==> config.mk <==
export PLATFORM = sky130hd
export DESIGN_NAME = qspi_ctrl_rx_flat
export DESIGN_NICKNAME = d
export VERILOG_FILES = /design/src/rtl/qspi_ctrl_rx_if.sv /design/src/rtl/qspi_ctrl_rx.sv /design/src/flat_wrapper.sv
export SDC_FILE = /design/constraint.sdc
export NUM_CORES = 1
export LEC_CHECK = 0
export ABC_CLOCK_PERIOD_IN_PS = 2320
export CELL_PAD_IN_SITES_DETAIL_PLACEMENT = 1
export CELL_PAD_IN_SITES_GLOBAL_PLACEMENT = 1
export CORE_MARGIN = 2
export CORE_UTILIZATION = 35
export CTS_CLUSTER_SIZE = 8
export DETAILED_ROUTE_END_ITERATION = 16
export GPL_TIMING_DRIVEN = 0
export MAX_ROUTING_LAYER = met4
export PLACE_DENSITY = 0.6
export SYNTH_ARGS = -nofsm -noshare
export SYNTH_HDL_FRONTEND = slang
export SYNTH_SLANG_ARGS = --single-unit
export TNS_END_PERCENT = 5
==> constraint.sdc <==
create_clock -name clk -period 2.32 [get_ports clk]
set_input_delay 0.348 -clock clk [delete_from_list [all_inputs] [get_ports clk]]
set_output_delay 0.348 -clock clk [all_outputs]
set_load 0.05 [all_outputs]
==> src/rtl/qspi_ctrl_rx_if.sv <==
// Host-side QSPI bus plus the control outputs of the qspi_ctrl_rx receiver.
interface qspi_ctrl_rx_if;
    logic       cs_n;
    logic       sclk;
    logic [3:0] io;
    logic [7:0] control;
    logic       clk_control;
    logic       frame_err;
    logic       busy;

    modport master (
        output cs_n, sclk, io,
        input  control, clk_control, frame_err, busy
    );

    modport slave (
        input  cs_n, sclk, io,
        output control, clk_control, frame_err, busy
    );
endinterface

==> src/rtl/qspi_ctrl_rx.sv <==
// QSPI write-control receiver: oversamples the host bus and commits 2-byte control frames.
// Optional trailing checksum byte enabled by defining QSPI_CTRL_CKSUM_EN.
module qspi_ctrl_rx (
    input  logic           clk,
    input  logic           rst,
    qspi_ctrl_rx_if.slave  bus
);
    localparam logic [7:0] OPC_WRITE = 8'h01;

    typedef enum logic [2:0] {
        ST_IDLE     = 3'd0,
        ST_OPC      = 3'd1,
        ST_DATA     = 3'd2,
`ifdef QSPI_CTRL_CKSUM_EN
        ST_CKS      = 3'd3,
`endif
        ST_WAIT_END = 3'd4,
        ST_ERR      = 3'd5
    } state_t;

    logic [1:0] cs_sync_q;
    logic [1:0] sclk_sync_q;
    logic [3:0] io_sync0_q;
    logic [3:0] io_sync1_q;
    logic       cs_prev_q;
    logic       sclk_prev_q;
    logic [1:0] fill_q;
    logic       arm_q;

    state_t     state_q;
    logic       nib_q;
    logic [3:0] hi_q;
    logic [7:0] payload_q;
    logic [7:0] control_q;
    logic       clk_control_q;
    logic       frame_err_q;

    logic       sclk_rise;
    logic       cs_rise;
    logic       cs_fall;
    logic [7:0] byte_s;

    // arm_q only sets once the synchronizer holds real pin data showing cs_n high,
    // so a cs_n already low when reset releases never looks like a frame start.
    assign sclk_rise = sclk_sync_q[1] & ~sclk_prev_q;
    assign cs_rise   = cs_sync_q[1] & ~cs_prev_q;
    assign cs_fall   = ~cs_sync_q[1] & cs_prev_q & arm_q;
    assign byte_s    = {hi_q, io_sync1_q};

    assign bus.control     = control_q;
    assign bus.clk_control = clk_control_q;
    assign bus.frame_err   = frame_err_q;
    assign bus.busy        = ~cs_sync_q[1];

    // Two-flop synchronizers, edge-detect history and post-reset arming.
    always_ff @(posedge clk or posedge rst) begin
        if (rst) begin
            cs_sync_q   <= 2'b11;
            sclk_sync_q <= 2'b11;
            io_sync0_q  <= 4'h0;
            io_sync1_q  <= 4'h0;
            cs_prev_q   <= 1'b1;
            sclk_prev_q <= 1'b1;
            fill_q      <= 2'd0;
            arm_q       <= 1'b0;
        end else begin
            cs_sync_q   <= {cs_sync_q[0], bus.cs_n};
            sclk_sync_q <= {sclk_sync_q[0], bus.sclk};
            io_sync0_q  <= bus.io;
            io_sync1_q  <= io_sync0_q;
            cs_prev_q   <= cs_sync_q[1];
            sclk_prev_q <= sclk_sync_q[1];
            if (fill_q != 2'd2) begin
                fill_q <= fill_q + 2'd1;
            end
            if ((fill_q == 2'd2) && cs_sync_q[1]) begin
                arm_q <= 1'b1;
            end
        end
    end

    // Frame FSM; cs_n rise outranks a coincident sclk edge in every state.
    always_ff @(posedge clk or posedge rst) begin
        if (rst) begin
            state_q       <= ST_IDLE;
            nib_q         <= 1'b0;
            hi_q          <= 4'h0;
            payload_q     <= 8'h00;
            control_q     <= 8'h00;
            clk_control_q <= 1'b0;
            frame_err_q   <= 1'b0;
        end else begin
            clk_control_q <= 1'b0;
            frame_err_q   <= 1'b0;
            case (state_q)
                ST_IDLE: begin
                    nib_q <= 1'b0;
                    if (cs_fall) begin
                        state_q <= ST_OPC;
                    end
                end
                ST_OPC: begin
                    if (cs_rise) begin
                        frame_err_q <= 1'b1;
                        state_q     <= ST_IDLE;
                    end else if (sclk_rise) begin
                        if (!nib_q) begin
                            hi_q  <= io_sync1_q;
                            nib_q <= 1'b1;
                        end else begin
                            nib_q   <= 1'b0;
                            state_q <= (byte_s == OPC_WRITE) ? ST_DATA : ST_ERR;
                        end
                    end
                end
                ST_DATA: begin
                    if (cs_rise) begin
                        frame_err_q <= 1'b1;
                        state_q     <= ST_IDLE;
                    end else if (sclk_rise) begin
                        if (!nib_q) begin
                            hi_q  <= io_sync1_q;
                            nib_q <= 1'b1;
                        end else begin
                            nib_q     <= 1'b0;
                            payload_q <= byte_s;
`ifdef QSPI_CTRL_CKSUM_EN
                            state_q   <= ST_CKS;
`else
                            state_q   <= ST_WAIT_END;
`endif
                        end
                    end
                end
`ifdef QSPI_CTRL_CKSUM_EN
                ST_CKS: begin
                    if (cs_rise) begin
                        frame_err_q <= 1'b1;
                        state_q     <= ST_IDLE;
                    end else if (sclk_rise) begin
                        if (!nib_q) begin
                            hi_q  <= io_sync1_q;
                            nib_q <= 1'b1;
                        end else begin
                            nib_q   <= 1'b0;
                            state_q <= (byte_s == ~(OPC_WRITE ^ payload_q)) ? ST_WAIT_END : ST_ERR;
                        end
                    end
                end
`endif
                ST_WAIT_END: begin
                    if (cs_rise) begin
                        control_q     <= payload_q;
                        clk_control_q <= 1'b1;
                        state_q       <= ST_IDLE;
                    end else if (sclk_rise) begin
                        state_q <= ST_ERR;
                    end
                end
                ST_ERR: begin
                    if (cs_rise) begin
                        frame_err_q <= 1'b1;
                        state_q     <= ST_IDLE;
                    end
                end
                default: begin
                    state_q <= ST_IDLE;
                    nib_q   <= 1'b0;
                end
            endcase
        end
    end
endmodule

==> src/flat_wrapper.sv <==
// flat-port wrapper written by rule: the top's interface ports become plain ports
module qspi_ctrl_rx_flat 
  (clk, rst, bus_cs_n, bus_sclk, bus_io, bus_control, bus_clk_control, bus_frame_err, bus_busy);
  qspi_ctrl_rx_if bus_i ();
  input  logic clk;
  input  logic rst;
  input wire logic [$bits(bus_i.cs_n)-1:0] bus_cs_n;
  input wire logic [$bits(bus_i.sclk)-1:0] bus_sclk;
  input wire logic [$bits(bus_i.io)-1:0] bus_io;
  output wire logic [$bits(bus_i.control)-1:0] bus_control;
  output wire logic [$bits(bus_i.clk_control)-1:0] bus_clk_control;
  output wire logic [$bits(bus_i.frame_err)-1:0] bus_frame_err;
  output wire logic [$bits(bus_i.busy)-1:0] bus_busy;
  assign bus_i.cs_n = bus_cs_n;
  assign bus_i.sclk = bus_sclk;
  assign bus_i.io = bus_io;
  assign bus_control = bus_i.control;
  assign bus_clk_control = bus_i.clk_control;
  assign bus_frame_err = bus_i.frame_err;
  assign bus_busy = bus_i.busy;
  qspi_ctrl_rx u_core (.clk(clk), .rst(rst), .bus(bus_i));
endmodule
==> results by stage, run 1 <==
Outcome:
- The run finished with clean final reports.

Critical path:
- In this run the number of cells on the critical path is 2.
- The type of destination of the critical path is an output pin.
- Among all stages on the critical path, the largest delay is contributed by sky130_fd_sc_hd__clkdlybuf4s50_1.
- The maximum fanout encountered on the critical timing path is 6.
- The setup check on the worst reg-to-reg path leaves a slack of 0.42 ns.
- Traced cell by cell, the critical path runs through inv_1, clkdlybuf4s50_1.
- The most critical setup path has its startpoint at u_core.cs_sync_q[1].
- STA classifies the critical path startpoint as a flop.
- In this run the critical register-to-register path is launched from u_core.sclk_sync_q[1].
- The worst register-to-register path ends at u_core.payload_q[1].
- Counting cells, the worst reg-to-reg path comes to 4.
- The setup path with the least slack is of type reg -> out.
- The last element of the critical path is bus_busy.
- Broken down by cell family, the worst path's largest delay share belongs to buffers and inverters.
- The maximum single-stage delay on the critical path is between 0.6 and 0.7 ns.
- Data on the critical path is required at its endpoint by 1.97 ns.
- The count of buffering cells on the critical path with inverters included is 2.
- At the worst endpoint, the arrival time is ~1.6 ns.

CTS:
- The H-tree was split into 2 levels.
- Hold repair after CTS inserted 0 buffers.
- The clock latency reported for the late side of the worst-skew pair is 0.29 ns.
- The clock tree from TritonCTS is yes.
- The total clock buffers created by CTS is 5.
- Once the clock tree was built, the setup fixing pass inserted 0 buffers.
- The clock net in this run drives a total of 43 sinks.
- The clock tree root driver cell is sky130_fd_sc_hd__clkbuf_8.
- The post-CTS clock slew at the launch and capture registers of the worst setup and hold paths is 0.07 ns.
- The maximum buffer depth of the clock tree is 2.
- The total of cells resized after clock tree synthesis is 0.

Floorplan:
- The effective utilization at floorplan is 0.3685.
- The placement row count is 24.
- The number of top-level design ports is 19.
- The floorplan step defined a die boundary enclosing 5209 um^2.
- The core box area is 4414 um^2.
- The height of the die is a little over 70 um.
- Measured along the x axis, the die boundary spans 72.17 um.

Placement:
- The wire-length estimate of the detail-placed layout is 1910 um.
- The worst slack at placement is 0.3829 ns.
- During placement, the flow inserted port buffers numbering 18.
- The weighted congestion at the end of routability-driven global placement is 0.8019.

Detailed routing:
- After the first detailed-routing iteration, the DRC count stood at 19.
- Dividing the detail-routed via count by the number of cells gives 5.021.
- Once detail routing completed, the nets flagged for antenna violations numbered 0.
- Dividing the detail-routed wire length by the instance count gives approximately 15 um.
- For this run, the detailed router's first-pass iteration total came to 2.
- For this block, the routed nets add up to about 2800 um of wire.
- The total vias in the final route is 954.
- The count of unresolved DRC violations after routing is 0.

Global route:
- The via count of the first global-routing pass was 1,004.
- The initial antenna violation count is 0.
- The wire length of the first global-routing pass is 4850 um.
- The overall routing resource usage is 0.1278.
- The sum of overflow across all layers after global routing is 0.
- The pin count of the biggest net entering global routing is 44.

Synthesis:
- Counting every net in the synthesized netlist gives 121.
- Counting flops and latches in the post-synthesis netlist gives 43.
- Of the total synthesized cell area, the portion taken by XOR and XNOR cells is 0.005385.
- The share of Yosys cell area claimed by the top area cell type is 0.5692.
- The fraction of synthesis flops using an asynchronous set or reset pin is 1.000.
- The largest area contributor in the synthesized netlist is sky130_fd_sc_hd__dfrtp_1.
- The share of synthesized area occupied by flip-flops and latches is 0.6662.
- Counting flops with a built-in enable in the synthesized netlist gives 0.
- After synthesis, the netlist uses 33 different library cells.
- Dividing the synthesized area by the synthesized cell count gives between 10 and 15 um^2.
- The simple logic cell fraction of the synthesized area is 0.1054.
- By area, the combinational part of the netlist is dominated by multiplexers.
- In the synthesized netlist, the number of instances is 112.
- The post-synthesis instance area is 1627 um^2.
- After synthesis, the cell types taking the most area are sky130_fd_sc_hd__dfrtp_1, sky130_fd_sc_hd__mux2_2, sky130_fd_sc_hd__dfstp_2.
- The most used flip-flop cell after synthesis is sky130_fd_sc_hd__dfrtp_1.
- Of the total synthesized cell area, the portion taken by full adders, half adders and majority gates is 0.007692.
- The compound-gate portion of the synthesized area is 0.05538.
- The yosys synthesis warning count is 0.
- After synthesis, the share of cell area in mux cells is 0.1454.

Hold path:
- The worst hold path belongs to the class reg -> reg.

Cells and area:
- The register area is 1084 um^2.
- Relative to the synthesized area, the layout overhead comes to 21.23%.
- Of the cells placed in the final design, the portion with a size suffix greater than 1 is 0.3116.
- The final layout contains 146 nets.
- The number of antenna diodes is 0.
- The number of fill cells in the layout is 450.
- The utilization after layout is 0.4467.
- The area used by multi-input combinational logic is a little over 500 um^2.

Timing:
- The setup TNS after final layout is 0 ns.
- The fmax is 510.3 MHz.
- The transition at the pin with the smallest max-transition slack is just under 0.9 ns.
- The post-route clock period utilization is 0.8448.
- The worst hold margin is 0.3504 ns.
- The remaining max-slew budget at the tightest pin is 0.4057.
- Once routing completed, OpenROAD measured the worst setup slack at 0.3602 ns.
- Subtracting the final worst setup slack from the clock period gives between 1.5 and 2 ns.
- The count of final setup violators is 0.
- The count of final max-slew check failures was 0.
- The number of hold-slack violations in the final timing report is 0.
- The final worst clock skew is 0.006842 ns.
- Setup repair after global routing left no endpoint under its margin.

Power:
- In this run the power density over the cells is 871.9 nW/um^2.
- Summed over all cells, the static leakage comes to a little over 0.9 nW.
- Across the VDD grid, the largest voltage drop is 0.0003584 V.

Flow run:
- Across the run, the number of max-cap violations was 0.
[worst register-to-register path: stages (launching register included)]
cell and delay [ns]:
sky130_fd_sc_hd__dfstp_2 0.54, sky130_fd_sc_hd__nor2b_4 0.19, sky130_fd_sc_hd__nand2_2 0.08, sky130_fd_sc_hd__nor4_4 0.58, sky130_fd_sc_hd__mux2_2 0.41
[placed cells by master (no fill, tap or decap), drive strengths merged]
master,count
a211o,1
a21o,1
a21oi,4
a221o,1
a221oi,1
a32oi,1
and2b,1
and3,1
buf,1
clkbuf,8
clkdlybuf4s50,18
dfrtp,37
dfstp,6
ha,1
inv,5
mux2,21
nand2,6
nand2b,3
nand3,1
nor2,6
nor2b,1
nor3,1
nor4,3
nor4b,1
o21ai,2
o21bai,1
o221ai,1
or2,1
or2b,1
or3,1
xnor2,1
[state kept, by name, indices dropped and copies added, names as in the netlist, 2 cells and up]
register,cells
u_core.sclk_sync_q,2
u_core.state_q,3
u_core.io_sync0_q,4
u_core.fill_q,2
u_core.io_sync1_q,4
u_core.bus.control,8
u_core.cs_sync_q,2
u_core.hi_q,4
u_core.payload_q,8
[layer usage]
metal | track usage | vias to the layer above | wire (um)
li1 | - | 445 | -
met4 | 0.04403 | 0 | 33
met1 | 0.1573 | 486 | 1318
met3 | 0.04167 | 5 | 114
met2 | 0.1988 | 18 | 1328
met5 | - | - | 0
[cells in the mapped netlist, types with 2 or more instances]
| master | instances |
|---|---|
| sky130_fd_sc_hd__dfstp_2 | 6 |
| sky130_fd_sc_hd__nor2_1 | 6 |
| sky130_fd_sc_hd__nand2b_1 | 2 |
| sky130_fd_sc_hd__dfrtp_1 | 37 |
| sky130_fd_sc_hd__inv_1 | 5 |
| sky130_fd_sc_hd__nor4_1 | 2 |
| sky130_fd_sc_hd__nand2_1 | 5 |
| sky130_fd_sc_hd__mux2_2 | 21 |
| sky130_fd_sc_hd__a21oi_1 | 4 |
[cell families after synthesis]
logic type	count (synthesis)
XOR/XNOR	1
buffers and inverters	6
AND/OR/NAND/NOR	27
flip-flops	43
AO/OA/AOI/OAI	13
adder cells (fa/ha/maj)	1
multiplexers	21
[power breakdown]
part / switching, mW / internal (mW) / leakage [nW]
Clock: 0.242 / 0.272 / 0.0515
Sequential: 0.0606 / 0.832 / 0.537
Combinational: 0.173 / 0.139 / 0.316
[area by class of cell]
type                       count  share of cell area
clock buffer                   8             0.05076
inverter                       5            0.009518
multi-input combinational     63              0.2633
tap                           52             0.03299
sequential                    43              0.5495
timing repair buffer          18             0.09137
buffer                         1            0.002538
[per-stage QoR]
stage,total power [mW],instances,cell area (um^2)
floorplan,1.129,112,1627
global placement,1.207,182,1872
detailed placement,1.220,182,1872
CTS,1.743,190,1972
global route,1.819,190,1972
finish,1.719,190,1972
[worst min-delay path by stage]
stage	from	end	slack, ns	depth (start not counted)
detailed placement	u_core.io_sync0_q[1]	u_core.io_sync1_q[1]	0.34	0
global route	u_core.io_sync0_q[0]	u_core.io_sync1_q[0]	0.36	0
finish	u_core.io_sync0_q[1]	u_core.io_sync1_q[1]	0.35	0
floorplan	u_core.io_sync0_q[0]	u_core.io_sync1_q[0]	0.33	0
CTS	u_core.io_sync0_q[1]	u_core.io_sync1_q[1]	0.35	0
global placement	u_core.io_sync0_q[0]	u_core.io_sync1_q[0]	0.33	0
Note: power is estimated with default switching activity, not from simulation.
==> run 2: changes to the inputs <==
--- a/config.mk
+++ b/config.mk
@@ -5,7 +5,7 @@
 export SDC_FILE = /design/constraint.sdc
 export NUM_CORES = 1
 export LEC_CHECK = 0
-export ABC_CLOCK_PERIOD_IN_PS = 2320
+export ABC_CLOCK_PERIOD_IN_PS = 1700
 export CELL_PAD_IN_SITES_DETAIL_PLACEMENT = 1
 export CELL_PAD_IN_SITES_GLOBAL_PLACEMENT = 1
 export CORE_MARGIN = 2
@@ -14,7 +14,7 @@
 export DETAILED_ROUTE_END_ITERATION = 16
 export GPL_TIMING_DRIVEN = 0
 export MAX_ROUTING_LAYER = met4
-export PLACE_DENSITY = 0.6
+export PLACE_DENSITY = 0.62
 export SYNTH_ARGS = -nofsm -noshare
 export SYNTH_HDL_FRONTEND = slang
 export SYNTH_SLANG_ARGS = --single-unit
==> constraint.sdc (replaced) <==
create_clock -name clk -period 1.7 [get_ports clk]
set_input_delay 0.255 -clock clk [delete_from_list [all_inputs] [get_ports clk]]
set_output_delay 0.255 -clock clk [all_outputs]
set_load 0.05 [all_outputs]
==> run 2 against run 1 <==
Net effect:
- the run now ends with setup timing left
- clock-buffer cell count stayed put
- critical path depth rose by 2
- hold slack improved by 0.00053 ns
- first-iteration DRC count rose to 2.8 times the previous value
- routed wire length rose by 9.3%
- register-to-register slack lost 0.43 ns
- via count rose by 2.9%
- utilization grew 2.2 points
- clock skew grew 0.0019 ns
- sequential power rose by 37%
- power grew 41%
- non-clock buffer count up 4
==> results by stage, run 2 (synthesized netlist as in run 1, its figures left out) <==
Placement:
- The total instance count after detailed placement is 182 (unchanged).
- The worst slack at placement is -0.2167 ns (was 0.3829 ns).
- The weighted congestion at the end of routability-driven global placement was 0.7857 (was 0.8019).
- The half-perimeter wire length after detailed placement is 2012 um (was 1910 um).
- The quantity of I/O buffers inserted on ports is 18 (unchanged).

Global route:
- The initial antenna violation count is 0 (unchanged).
- The via count of the first global-routing pass came to 1,061 (was 1,004).
- The pin count of the biggest net entering global routing is 44 (unchanged).
- The sum of overflow across all layers after global routing was 0 (unchanged).
- The overall routing resource usage was 0.1392 (was 0.1278).
- The wire length of the first global-routing pass came to 5168 um (was 4850 um).

Floorplan:
- The effective utilization at floorplan is 0.3685 (unchanged).
- The core box area came to 4414 um^2 (unchanged).
- The height of the die came to 72.17 um (unchanged).
- The number of top-level design ports was 19 (unchanged).
- The area enclosed by the die boundary is 5209 um^2 (unchanged).
- The placement row count is 24 (unchanged).
- The die boundary width is 72.17 um (unchanged).

Timing:
- The post-route clock period utilization is 1.004.
- The setup TNS after final layout is -0.007017 ns (was 0 ns).
- The minimum setup slack in the final design was -0.007017 ns (was 0.3602 ns).
- The final worst clock skew was 0.008734 ns (was 0.006842 ns).
- The remaining max-slew budget at the tightest pin is 0.4158 (was 0.4057).
- The transition at the pin with the smallest max-transition slack is 0.8750 ns (was 0.8901 ns).
- The fmax is 585.8 MHz.
- The count of final max-slew check failures was 0 (unchanged).
- The worst hold margin is 0.3509 ns (was 0.3504 ns).
- The number of hold-slack violations in the final timing report is 0 (unchanged).
- The count of final setup violators came to 1 (was 0).
- RSZ-0062 raised after global routing: true (was false).
- The final period demand of the worst path is between 1.5 and 2 ns.

Detailed routing:
- The total vias in the final route was 982 (was 954).
- The number of iterations in the first detailed-routing pass is 4 (was 2).
- The routed wire length per instance is 15.75 um (was 14.71 um).
- The count of antenna-violating nets left after detailed routing is 0 (unchanged).
- The via count normalized by instance count is 5.062 (was 5.021).
- The total routed wirelength came to 3056 um (was 2795 um).
- The number of DRC violations after detailed-routing iteration 0 is 53 (was 19).
- The count of unresolved DRC violations after routing is 0 (unchanged).

Hold path:
- The end of the worst hold path is u_core.io_sync1_q[2] (was u_core.io_sync1_q[1]).
- The hold-critical path depth is 0 (unchanged).
- The startpoint of the most critical hold path is u_core.io_sync0_q[2] (was u_core.io_sync0_q[1]).
- The type of the worst min-delay path is reg -> reg (unchanged).

Outcome:
- The checks that failed: setup timing.
- Status: finished with violations (was complete, no violations).

Critical path:
- Cell chain of the critical path: or2b_2, and3_2, o21ai_4, mux2_2 (was inv_1, clkdlybuf4s50_1).
- The data arrival time of the critical path is 1.90 ns (was 1.61 ns).
- The count of buffering cells on the critical path with inverters included came to 0 (was 2).
- The kind of cell adding the most delay to the critical path is simple AND/OR/NAND/NOR gates (was buffers and inverters).
- The critical path depth came to 4 (was 2).
- The critical-path cell with the highest stage delay is sky130_fd_sc_hd__dfstp_2 (was sky130_fd_sc_hd__clkdlybuf4s50_1).
- The endpoint required time on the critical path is 1.89 ns (was 1.97 ns).
- The launching element of the worst setup path is u_core.sclk_sync_q[1] (was u_core.cs_sync_q[1]).
- The reg-to-reg setup timing slack is -0.007 ns (was 0.42 ns).
- The nature of the critical path startpoint is a flop (unchanged).
- The maximum single-stage delay on the critical path is 0.54 ns (was 0.69 ns).
- The type of destination of the critical path is a flop (was output pin).
- The category of the most critical setup path is reg -> reg (was reg -> out).
- The launch instance of the worst register-to-register path is u_core.sclk_sync_q[1] (unchanged).
- The number of cells on the worst reg-to-reg path is 4 (unchanged).
- The maximum fanout encountered on the critical timing path is 3 (was 6).
- The capture instance of the worst register-to-register path is u_core.state_q[1] (was u_core.payload_q[1]).

Flow run:
- The total of max-cap violations came to 0 (unchanged).

CTS:
- The clock tree root driver cell is sky130_fd_sc_hd__clkbuf_8 (unchanged).
- The maximum buffer depth of the clock tree was 2 (unchanged).
- The number of H-tree levels came to 2 (unchanged).
- The clock tree from TritonCTS is yes (unchanged).
- The total clock buffers created by CTS came to 5 (unchanged).
- The clock latency reported for the late side of the worst-skew pair is 0.30 ns (was 0.29 ns).
- The total of hold buffers inserted after clock tree synthesis is 0 (unchanged).
- The sink count of the clock tree is 43 (unchanged).
- The post-CTS clock slew at the launch and capture registers of the worst setup and hold paths is 0.08 ns (was 0.07 ns).

Cells and area:
- The area added between synthesis and finish is 27.23% (was 21.23%).
- The proportion of layout cells with a drive suffix above 1 is 0.3732 (was 0.3116).
- The most common library cell in the layout ignoring fill and taps is sky130_fd_sc_hd__dfrtp_1 (unchanged).
- The number of nets in the layout is 150 (was 146).
- Leading cell types in the layout, fill and taps excluded: sky130_fd_sc_hd__dfrtp_1, sky130_fd_sc_hd__mux2_2, sky130_fd_sc_hd__dlygate4sd2_1, sky130_fd_sc_hd__mux2_4 (was sky130_fd_sc_hd__dfrtp_1, sky130_fd_sc_hd__mux2_2, sky130_fd_sc_hd__clkdlybuf4s50_1, sky130_fd_sc_hd__clkbuf_8).
- The number of standard cells in the final layout excluding fillers is 194 (was 190).
- The number of fill cells in the layout is 430 (was 450).
- The number of antenna diodes is 0 (unchanged).

Power:
- The total power density per cell area is 1174 nW/um^2 (was 871.9 nW/um^2).
- The maximum vdd ir drop is 0.0004618 V (was 0.0003584 V).
- The power consumption is 2.431 mW (was 1.719 mW).
- The leakage dissipation is 1.020 nW (was 0.9048 nW).
run 2: cell count changes in the layout (fill, tap and decap cells not counted), moves of 2 or more:
cell / delta
sky130_fd_sc_hd__dlymetal6s2s_1: +2
sky130_fd_sc_hd__clkdlybuf4s50_1: -11
sky130_fd_sc_hd__mux2_4: +8
sky130_fd_sc_hd__dlygate4sd2_1: +9
sky130_fd_sc_hd__buf_4: +3
sky130_fd_sc_hd__mux2_2: -8
run 2: worst max path at each step:
| stage | to |
|---|---|
| floorplan | u_core.payload_q[0] |
| global placement | u_core.bus.clk_control |
| detailed placement | u_core.payload_q[0] |
| CTS | u_core.state_q[1] |
| global route | u_core.payload_q[2] |
| finish | u_core.state_q[1] |
run 2: metrics by stage:
| step | area [um^2] | utilization |
|---|---|---|
| after detailed placement | 1872 | 0.4240 |
| after CTS | 2017 | 0.4569 |
| after global placement | 1872 | 0.4240 |
| after global routing | 2069 | 0.4688 |
| final | 2069 | 0.4688 |
| after floorplan | 1627 | - |
run 2: power breakdown:
group	internal, mW	switching (mW)	total, mW
registers	1.14	0.0880	1.22
logic	0.217	0.277	0.494
clock network	0.371	0.342	0.713
run 2: worst reg2reg max path: stages, from the launching register on:
cell                      delay (ns)
sky130_fd_sc_hd__dfstp_2        0.54
sky130_fd_sc_hd__or2b_2         0.33
sky130_fd_sc_hd__and3_2         0.23
sky130_fd_sc_hd__o21ai_4        0.16
sky130_fd_sc_hd__mux2_2         0.35
run 2: area by class of cell:
| type | instances | area, um^2 | area share |
|---|---|---|---|
| flip-flops and latches | 43 | 1084 | 0.5236 |
| multi-input cells | 63 | 589.3 | 0.2848 |
| repair buffers | 22 | 207.7 | 0.1004 |
| clock buffers | 8 | 100.1 | 0.04837 |
| well taps | 52 | 65.06 | 0.03144 |
| inverters | 5 | 18.77 | 0.009069 |
| plain buffers | 1 | 5.005 | 0.002418 |
run 2: layer usage:
| metal | GRT usage | wire (um) | vias up | share of wire |
|---|---|---|---|---|
| met3 | 0.04583 | 128 | 6 | 0.042 |
| met2 | 0.2039 | 1491 | 16 | 0.49 |
| met1 | 0.1787 | 1385 | 507 | 0.45 |
| met4 | 0.05660 | 51 | 0 | 0.017 |
| met5 | - | 0 | - | 0 |
| li1 | - | - | 453 | - |
run 2: timing repair:
action / 4_1_cts / 5_1_grt
endpoints found under the hold margin: 0 / 0
resized for setup: 19 / 9
endpoints found under the setup margin: 30 / 16
buffers inserted: 2 / 2
pin swaps: 2 / 2
==> run 3: changes to the inputs <==
--- a/config.mk
+++ b/config.mk
@@ -9,12 +9,12 @@
 export CELL_PAD_IN_SITES_DETAIL_PLACEMENT = 1
 export CELL_PAD_IN_SITES_GLOBAL_PLACEMENT = 1
 export CORE_MARGIN = 2
-export CORE_UTILIZATION = 35
+export CORE_UTILIZATION = 40
 export CTS_CLUSTER_SIZE = 8
 export DETAILED_ROUTE_END_ITERATION = 16
 export GPL_TIMING_DRIVEN = 0
 export MAX_ROUTING_LAYER = met4
-export PLACE_DENSITY = 0.62
+export PLACE_DENSITY = 0.7
 export SYNTH_ARGS = -nofsm -noshare
 export SYNTH_HDL_FRONTEND = slang
 export SYNTH_SLANG_ARGS = --single-unit
==> run 3 against run 2 <==
Net effect:
- the run still ends with setup timing left
- clock-buffer cell count shrank 2
- critical path depth grew 1
- via count shrank 0.81%
- hold slack gained 0.0020 ns
- setup slack lost 0.0070 ns
- cell area shrank 2.3%
- die area shrank 12%
- highest routed layer unchanged
==> results by stage, run 3 (synthesized netlist as in run 1, its figures left out) <==
Detailed routing:
- The total routed wirelength was 2821 um (was 3056 um).
- The routed metal-1 wire length was 1215 um (was 1385 um).
- The total vias in the final route is 974 (was 982).
- The count of antenna-violating nets left after detailed routing is 0 (unchanged).
- The sum of met3 wire segment lengths after detailed routing is 113 um (was 128 um).
- The number of iterations in the first detailed-routing pass is 4 (unchanged).
- The highest routed metal layer is met4 (unchanged).
- The via count normalized by instance count is 5.126 (was 5.062).
- The number of DRC violations after detailed-routing iteration 0 is 16 (was 53).
- The met2 layer wire length in the routed design is 1436 um (was 1491 um).
- The count of unresolved DRC violations after routing is 0 (unchanged).
- The routed wire length per instance is 14.85 um (was 15.75 um).

Power:
- The power consumption came to 2.343 mW (was 2.431 mW).
- The total power density per cell area is 1159 nW/um^2 (was 1174 nW/um^2).
- The portion of total power attributed to the clock network is 0.264 (was 0.293).
- The leakage dissipation is 1.012 nW (was 1.020 nW).
- The sequential share of power was 0.522 (was 0.503).
- The maximum vdd ir drop is 0.0006921 V (was 0.0004618 V).
- The switching power is 705.8 uW (was 707.4 uW).
- The combinational share of power is 0.214 (was 0.203).
- The net switching share of the total power was 0.3012 (was 0.2910).
- The internal portion of total power was 1.637 mW (was 1.723 mW).

Floorplan:
- The area enclosed by the die boundary is 4593 um^2 (was 5209 um^2).
- The effective utilization at floorplan is 0.4126 (was 0.3685).
- The core box area was 3943 um^2 (was 4414 um^2).
- The placement row count is 23 (was 24).
- The die boundary width was 67.77 um (was 72.17 um).
- The number of top-level design ports is 19 (unchanged).
- The height of the die is 67.77 um (was 72.17 um).

Cells and area:
- The number of nets in the layout is 148 (was 150).
- The area of all placed cells without fillers is 2022 um^2 (was 2069 um^2).
- The proportion of layout cells with a drive suffix above 1 was 0.3643 (was 0.3732).
- The number of standard cells in the final layout excluding fillers is 190 (was 194).
- The most common library cell in the layout ignoring fill and taps is sky130_fd_sc_hd__dfrtp_1 (unchanged).
- The area added between synthesis and finish was 24.31% (was 27.23%).
- The utilization after layout is 0.5129 (was 0.4688).
- Leading cell types in the layout, fill and taps excluded: sky130_fd_sc_hd__dfrtp_1, sky130_fd_sc_hd__mux2_2, sky130_fd_sc_hd__clkdlybuf4s50_1 (was sky130_fd_sc_hd__dfrtp_1, sky130_fd_sc_hd__mux2_2, sky130_fd_sc_hd__dlygate4sd2_1, sky130_fd_sc_hd__mux2_4).
- The number of antenna diodes is 0 (unchanged).

CTS:
- The number of H-tree levels is 2 (unchanged).
- The sink count of the clock tree was 43 (unchanged).
- The total of hold buffers inserted after clock tree synthesis is 0 (unchanged).
- The clock latency reported for the late side of the worst-skew pair is 0.29 ns (was 0.30 ns).
- The total clock buffers created by CTS came to 5 (unchanged).
- The maximum buffer depth of the clock tree is 2 (unchanged).
- The clock tree from TritonCTS is yes (unchanged).
- The clock tree root driver cell is sky130_fd_sc_hd__clkbuf_8 (unchanged).
- The post-CTS clock slew at the launch and capture registers of the worst setup and hold paths was 0.07 ns (was 0.08 ns).

Timing:
- The post-route clock period utilization is 1.008 (was 1.004).
- The minimum setup slack in the final design is -0.01406 ns (was -0.007017 ns).
- The setup TNS after final layout was -0.03435 ns (was -0.007017 ns).
- The number of hold-slack violations in the final timing report was 0 (unchanged).
- The count of final setup violators is 4 (was 1).
- The remaining max-slew budget at the tightest pin came to 0.4383 (was 0.4158).
- The transition at the pin with the smallest max-transition slack is 0.8414 ns (was 0.8750 ns).
- RSZ-0062 raised after global routing: true (unchanged).
- The final period demand of the worst path came to 1.714 ns (was 1.707 ns).
- The final worst clock skew is 0.004950 ns (was 0.008734 ns).
- The count of final max-slew check failures is 0 (unchanged).
- The fmax is 583.4 MHz (was 585.8 MHz).

Critical path:
- The endpoint required time on the critical path is 1.88 ns (was 1.89 ns).
- The kind of cell adding the most delay to the critical path is flip-flops (was simple AND/OR/NAND/NOR gates).
- The maximum single-stage delay on the critical path is 0.54 ns (about the same).
- The data arrival time of the critical path is 1.89 ns (was 1.90 ns).
- The nature of the critical path startpoint is a flop (unchanged).
- The maximum fanout encountered on the critical timing path is 9 (was 3).
- The category of the most critical setup path is reg -> reg (unchanged).
- Cell chain of the critical path: nor2b_4, nand2_2, nor4_4, buf_6, mux2_2 (was or2b_2, and3_2, o21ai_4, mux2_2).
- The count of buffering cells on the critical path with inverters included is 1 (was 0).
- The type of destination of the critical path was a flop (unchanged).
- The critical-path cell with the highest stage delay is sky130_fd_sc_hd__dfstp_2 (unchanged).

Placement:
- The quantity of I/O buffers inserted on ports came to 18 (unchanged).
- The weighted congestion at the end of routability-driven global placement is 0.8380 (was 0.7857).
- The placed standard-cell area is 1869 um^2 (was 1872 um^2).
- The half-perimeter wire length after detailed placement came to 1943 um (was 2012 um).
- The total instance count after detailed placement is 180 (was 182).

Outcome:
- Status: finished with violations (unchanged).
- Violated checks: setup timing (unchanged).

Global route:
- The via count of the first global-routing pass is 992 (was 1,061).
- The pin count of the biggest net entering global routing was 44 (unchanged).
- The overall routing resource usage was 0.1446 (was 0.1392).
- The sum of overflow across all layers after global routing was 0 (unchanged).
- The wire length of the first global-routing pass is 4636 um (was 5168 um).
- The initial antenna violation count is 0 (unchanged).

Flow run:
- The total of max-cap violations came to 0 (unchanged).

Hold path:
- The type of the worst min-delay path is reg -> reg (unchanged).
run 3: path summary, 6_finish.rpt:
kind | start | endpoint | slack [ns] | cells past startpoint
max | u_core.sclk_sync_q[1] | u_core.payload_q[1] | -0.01 | 5
min reg2reg | u_core.io_sync0_q[2] | u_core.io_sync1_q[2] | 0.35 | 0
min | u_core.io_sync0_q[2] | u_core.io_sync1_q[2] | 0.35 | 0
min in group asynchronous | rst | u_core.io_sync0_q[1] | 0.45 | 2
max reg2reg | u_core.sclk_sync_q[1] | u_core.payload_q[1] | -0.01 | 5
max in group asynchronous | rst | u_core.arm_q | 0.72 | 2
run 3: layout make-up:
| type | count | area [um^2] |
|---|---|---|
| Fill cell | 389 | 1921 |
| Multi-Input combinational cell | 63 | 565.5 |
| Tap cell | 50 | 62.56 |
| Clock inverter | 2 | 12.51 |
| Sequential cell | 43 | 1084 |
| Timing Repair Buffer | 20 | 201.4 |
| Inverter | 5 | 18.77 |
| Clock buffer | 6 | 72.57 |
| Buffer | 1 | 5.005 |
run 3: worst register-to-register path, cell delays in order (launching register included):
cell and delay (ns):
sky130_fd_sc_hd__dfstp_2 0.54, sky130_fd_sc_hd__nor2b_4 0.20, sky130_fd_sc_hd__nand2_2 0.09, sky130_fd_sc_hd__nor4_4 0.26
sky130_fd_sc_hd__buf_6 0.17, sky130_fd_sc_hd__mux2_2 0.34
run 3: through the flow:
stage,setup WS [ns],hold WS [ns]
3_5_place_dp,-0.1767,0.3363
5_1_grt,-0.07740,0.3559
2_1_floorplan,0.02635,0.2595
4_1_cts,-0.1932,0.3538
3_3_place_gp,-0.3379,0.3311
6_report,-0.01406,0.3529
run 3: layer usage:
metal  GRT usage  vias to the layer above
li1            -                      449
met1      0.1694                      498
met2      0.2316                       21
met3     0.04000                        6
met4     0.06750                        0
met5           -                        -
run 3: timing repair:
action,CTS,global route
buffers inserted,0,2
pin swaps,0,2
setup endpoints to repair,27,20
gates resized for setup,8,12
run 3: power groups by stage:
stage / Combinational (mW) / Sequential, mW / Clock, mW
floorplan: 0.305 / 1.24 / 0
global placement: 0.413 / 1.23 / 0
detailed placement: 0.435 / 1.23 / 0
CTS: 0.442 / 1.22 / 0.639
global route: 0.547 / 1.24 / 0.690
finish: 0.500 / 1.22 / 0.620
